[src/rtl/inst_fetch_pkg.sv]
// Shared constants and types for the instruction fetch stage.
// Holds the cache base address, default fetch queue depth, cache op encodings
// and the {pc, inst} entry carried from fetch to decode.
package inst_fetch_pkg;

  // Base of the instruction region; the PC comes out of reset here.
  localparam logic [31:0] INST_CACHE_OFFSET = 32'h0000_1000;

  // Fetch queue entries; must be a power of two and at least 2.
  localparam int unsigned FETCH_QUEUE_DEPTH = 2;

  // Cache operation encodings.
  localparam logic OP_READ  = 1'b0;
  localparam logic OP_WRITE = 1'b1;

  typedef struct packed {
    logic [31:0] pc;
    logic [31:0] inst;
  } fetch_entry_t;

endpackage

[src/rtl/inst_fetch_queue.sv]
// Sync FIFO of fetched {pc, inst} entries with push/pop/flush.
// Latency: a pushed entry is visible on head_dat_o the cycle after the push.
// Backpressure: push is ignored when full unless a pop happens the same cycle.
// Ports: clk/rst (sync, active-low), flush_i empties the queue, push_i/push_dat_i
//   enqueue, pop_i dequeues the head, full_o/empty_o status, head_dat_o is the
//   head entry (all zero while empty).
module inst_fetch_queue
  import inst_fetch_pkg::*;
#(
  parameter int unsigned DEPTH = FETCH_QUEUE_DEPTH
) (
  input  logic         clk,
  input  logic         rst,
  input  logic         flush_i,
  input  logic         push_i,
  input  fetch_entry_t push_dat_i,
  input  logic         pop_i,
  output logic         full_o,
  output logic         empty_o,
  output fetch_entry_t head_dat_o
);

  localparam int unsigned AW = $clog2(DEPTH);
  localparam int unsigned PW = AW + 1;

  // Pointers carry one extra wrap bit so full and empty are distinguishable.
  logic [PW-1:0] wr_ptr_q, wr_ptr_d;
  logic [PW-1:0] rd_ptr_q, rd_ptr_d;
  fetch_entry_t  mem_q [DEPTH];
  logic          push_ok;
  logic          pop_ok;

  assign empty_o = (wr_ptr_q == rd_ptr_q);
  assign full_o  = (wr_ptr_q[PW-1] != rd_ptr_q[PW-1]) &&
                   (wr_ptr_q[AW-1:0] == rd_ptr_q[AW-1:0]);

  // Full-with-pop writes into the slot being read this cycle; the head value
  // has already been consumed combinationally, so the overwrite is safe.
  assign push_ok = push_i && (!full_o || pop_i);
  assign pop_ok  = pop_i && !empty_o;

  assign head_dat_o = empty_o ? '0 : mem_q[rd_ptr_q[AW-1:0]];

  always_comb begin
    wr_ptr_d = wr_ptr_q;
    rd_ptr_d = rd_ptr_q;
    if (flush_i) begin
      wr_ptr_d = '0;
      rd_ptr_d = '0;
    end else begin
      if (push_ok) wr_ptr_d = wr_ptr_q + PW'(1);
      if (pop_ok)  rd_ptr_d = rd_ptr_q + PW'(1);
    end
  end

  always_ff @(posedge clk) begin
    if (!rst) begin
      wr_ptr_q <= '0;
      rd_ptr_q <= '0;
    end else begin
      wr_ptr_q <= wr_ptr_d;
      rd_ptr_q <= rd_ptr_d;
    end
  end

  // Storage needs no reset: the head is masked to zero while empty.
  always_ff @(posedge clk) begin
    if (push_ok && !flush_i) mem_q[wr_ptr_q[AW-1:0]] <= push_dat_i;
  end

endmodule

[src/rtl/inst_fetch.sv]
// Fetch stage: owns the PC, reads the I-cache every cycle, queues {pc, inst} for decode.
// Latency: word at PC X appears on dec_* the cycle after X is pushed; 1 inst/cycle steady.
// Backpressure: decode stalls fill the queue, then the PC holds and is re-presented.
// Ports: clk/rst (sync, active-low), redirect_valid/redirect_pc load a new PC and
//   flush, ic_* is the cache port (address = PC, read-only tie-offs, ic_rdata
//   combinational), dec_* is the valid/ready handshake to decode, misalign is a
//   sticky flag set by an unaligned redirect target that halts fetch.
module inst_fetch
  import inst_fetch_pkg::*;
#(
  parameter logic [31:0] RESET_PC    = INST_CACHE_OFFSET,
  parameter int unsigned QUEUE_DEPTH = FETCH_QUEUE_DEPTH
) (
  input  logic        clk,
  input  logic        rst,
  input  logic        redirect_valid,
  input  logic [31:0] redirect_pc,
  output logic [31:0] ic_address,
  output logic [31:0] ic_i_val,
  output logic        ic_op_type,
  input  logic [31:0] ic_rdata,
  output logic        dec_valid,
  input  logic        dec_ready,
  output logic [31:0] dec_inst,
  output logic [31:0] dec_pc,
  output logic        misalign
);

  logic [31:0]  pc_q, pc_d;
  logic         misalign_q, misalign_d;
  logic         q_full;
  logic         q_empty;
  logic         pop;
  logic         push;
  fetch_entry_t push_entry;
  fetch_entry_t head;

  assign ic_address = pc_q;
  assign ic_i_val   = 32'h0;
  assign ic_op_type = OP_READ;

  assign dec_valid = !q_empty;
  assign dec_pc    = head.pc;
  assign dec_inst  = head.inst;
  assign misalign  = misalign_q;

  // A redirect voids any handshake in its cycle; the queue is flushed anyway.
  assign pop  = dec_valid && dec_ready && !redirect_valid;
  assign push = !redirect_valid && !misalign_q && (!q_full || pop);

  assign push_entry.pc   = pc_q;
  assign push_entry.inst = ic_rdata;

  always_comb begin
    pc_d       = pc_q;
    misalign_d = misalign_q;
    if (redirect_valid) begin
      // Target is loaded even when unaligned; the flag gates further fetches.
      pc_d       = redirect_pc;
      misalign_d = |redirect_pc[1:0];
    end else if (push) begin
      pc_d = pc_q + 32'd4;
    end
  end

  always_ff @(posedge clk) begin
    if (!rst) begin
      pc_q       <= RESET_PC;
      misalign_q <= 1'b0;
    end else begin
      pc_q       <= pc_d;
      misalign_q <= misalign_d;
    end
  end

  inst_fetch_queue #(
    .DEPTH(QUEUE_DEPTH)
  ) u_queue (
    .clk       (clk),
    .rst       (rst),
    .flush_i   (redirect_valid),
    .push_i    (push),
    .push_dat_i(push_entry),
    .pop_i     (pop),
    .full_o    (q_full),
    .empty_o   (q_empty),
    .head_dat_o(head)
  );

endmodule

[config.mk]
export PLATFORM = sky130hd
export DESIGN_NAME = inst_fetch
export DESIGN_NICKNAME = d
export VERILOG_FILES = /design/src/rtl/inst_fetch_pkg.sv /design/src/rtl/inst_fetch_queue.sv /design/src/rtl/inst_fetch.sv
export SDC_FILE = /design/constraint.sdc
export NUM_CORES = 1
export LEC_CHECK = 0
export BUFFER_PORTS_ARGS = -buffer_cell sky130_fd_sc_hd__buf_2
export CAP_MARGIN = 20
export CORE_MARGIN = 2
export CORE_UTILIZATION = 47
export CTS_CLUSTER_SIZE = 14
export DETAILED_ROUTE_END_ITERATION = 16
export GPL_ROUTABILITY_DRIVEN = 0
export HOLD_SLACK_MARGIN = 0.08
export PLACE_DENSITY_LB_ADDON = 0.08
export SLEW_MARGIN = 20
export SYNTH_ARGS = -nofsm -noshare
export SYNTH_HDL_FRONTEND = slang
export SYNTH_SLANG_ARGS = --single-unit
[constraint.sdc]
create_clock -name clk -period 6.8 [get_ports clk]
set_input_delay 0.34 -clock clk [delete_from_list [all_inputs] [get_ports clk]]
set_output_delay 0.34 -clock clk [all_outputs]
set_load 0.03 [all_outputs]
==> impl_metrics.yaml <==
run_status:
  status: "completed"
synthesis:
  synth_cells: 546
  synth_top_cell_by_area: "edfxtp_1"
  ys.flop_type: "edfxtp_1"
  ys_ff_latch: 166
  yosys_warnings: 0
  syn_area_per_cell_um2: 12.9
  async_flop_share: 0
  netlist_top_cells_area: "edfxtp_1 55%, dfxtp_1 11%, mux2i_1 9.5%, nor2_1 4.1%, buf_4 3.6%"
  ys_seq_area_frac: 0.654
  synth_edf_count: 128
  synth_area_um2: 7040
  synth_top_area_share: 0.546
  ys_types: 37
timing:
  worstMarginPinSlew_ps: 943
  max_freq_mhz: 319
  slew_headroom: 0.371
  tns_ps: 0
  worst_slack_ps: 3660
  finalMaxSlewViolations: 0
  rsz0062_at_grt: "false"
  fin_skew_ps: 12.8
  min_period_over_period: 0.462
  min_period_ps: 3140
  final_hold_viol_count: 0
  finalSetupViolCount: 0
clocking:
  clockRootBuffer: "clkbuf_16"
  clk_pin_slew_worst_paths_ps: 60
  cts_resized: 0
  htreeDepth: 4
  clock_sinks: 166
  cts_tree: "yes"
  clk_latency_ps: 430
  cts_inserted_buffers: 17
  ctsHoldBuffers: 0
  cts_setup_buffers: 0
  clk_path_buf_depth: 2
floorplanning:
  rows: 44
  die_w_um: 126
  coreArea_um2: 14600
  start_util: 0.482
  io-pin-count: 199
  die_y_um: 126
  dieArea_um2: 16000
power:
  ir_worst_vdd_uv: 180
  leakagePower_nw: 3.27
  p_per_area_nw_per_um2: 281
detailed_routing:
  ant_nets: 0
  wl_per_cell_um: 16.7
  wirelength_um: 15100
  firstDrtPassIters: 4
  drt-initial-drc-count: 377
  vias: 4642
  drc: 0
  viasPerCell: 5.13
critical_path:
  required_ps: 6460
  arrival_ps: 2800
  worstRegToRegCells: 7
  end_kind: "output pin"
  crit_type: "flip-flop to output pin"
  worstPathMaxFanout: 34
  start_kind: "flip-flop"
  reg2reg_slack_ps: 4210
global_route:
  grt_max_degree: 66
  first_global_vias: 4433
  antenna_found_initial: 0
  track_usage: 0.189
  grt_first_pass_wirelength_um: 23200
  overflow: 0
final_layout:
  final_area_um2: 8460
  fillers: 1231
  final_cell_mix: "165 x buf_2, 128 x edfxtp_1, 77 x nor2_1"
  nets: 776
  area_growth_pct: 20.2
  mostFrequentLayoutCell: "buf_2"
  drive_gt1_frac: 0.289
  antenna_cells: 0
place:
  preCtsSetupSlack_ps: 4070
  numPortBuffers: 165
  dpl_cell_area_um2: 7910
  place_hpwl_um: 9840
hold_path:
  min_path_cells: 1
  hp-class: "input port to flip-flop"
run:
  drv_cap: 0
-- critical path, cell delays in order, from the launching register on --
cell     delay, ps
dfxtp_1        350
xnor2_1        490
and2_2         730
buf_4          470
nor2_1         120
buf_2          200
-- path summary, 6_finish.rpt --
check	startpoint	endpoint
max	u_queue.wr_ptr_q[0]$_SDFFE_PP0P_	dec_pc[5]
min	ic_rdata[23]	u_queue.mem_q[0][23]$_DFFE_PP_
max reg2reg	u_queue.wr_ptr_q[0]$_SDFFE_PP0P_	u_queue.rd_ptr_q[1]$_SDFFE_PP0P_
min reg2reg	ic_address[1]$_SDFFE_PN0P_	u_queue.mem_q[0][33]$_DFFE_PP_
-- per-stage QoR --
step / util / hold WS, ps / std cells / power [mW]
after CTS: 0.580 / 86.6 / 904 / 2.40
after detailed placement: 0.542 / 475 / 872 / 1.52
after floorplan: - / 439 / 578 / 1.43
after global placement: 0.541 / 475 / 871 / 1.51
final: 0.580 / 105 / 904 / 2.38
after global routing: 0.580 / 92.0 / 904 / 2.47
-- cell type report --
cell class	instances	area, um^2	area share
Tap cell	184	230	0.0272
Clock buffer	23	468	0.0553
Clock inverter	9	77.6	0.00917
Sequential cell	166	4610	0.545
Inverter	6	22.5	0.00266
Timing Repair Buffer	170	876	0.104
Multi-Input combinational cell	346	2180	0.257
-- routing by layer --
metal	part of all wire	vias to the layer above	track usage
met5	0	-	0
met4	0.018	0	0.0756
met3	0.069	21	0.0434
met2	0.48	156	0.304
met1	0.43	2211	0.249
li1	-	2254	-
-- power by group --
group          switching, mW  internal [mW]
sequential            0.0379           1.15
combinational          0.216         0.0845
clock                  0.365          0.519
-- sequential cells by signal, summed over array words and instances (netlist names), named ones only --
name and count:
u_queue.mem_q 128, ic_address 32, u_queue.rd_ptr_q 2, u_queue.wr_ptr_q 2
misalign 1
-- cell usage after synthesis (3+ instances only) --
master    count
xor2_1       18
buf_4        34
buf_1         6
or3_1         6
buf_2         9
and2_1        3
and3_1       10
xnor2_1       9
edfxtp_1    128
a31oi_1       9
clkbuf_1     11
nor2_1       77
mux2i_1      67
nand4_1      16
inv_1         6
nand2_1      12
nand3_1       9
dfxtp_1      38
and4_1        4
a21oi_1      20
o21ai_0      35
-- cells by family after synthesis --
logic type | share of synthesized area
AO/OA/AOI/OAI | 0.0596
XOR/XNOR | 0.0336
adder cells (fa/ha/maj) | 0.00178
buffers and inverters | 0.0549
flip-flops | 0.654
multiplexers | 0.0953
other | 0.000533
AND/OR/NAND/NOR | 0.0999
Note: power is estimated with default switching activity, not from simulation.
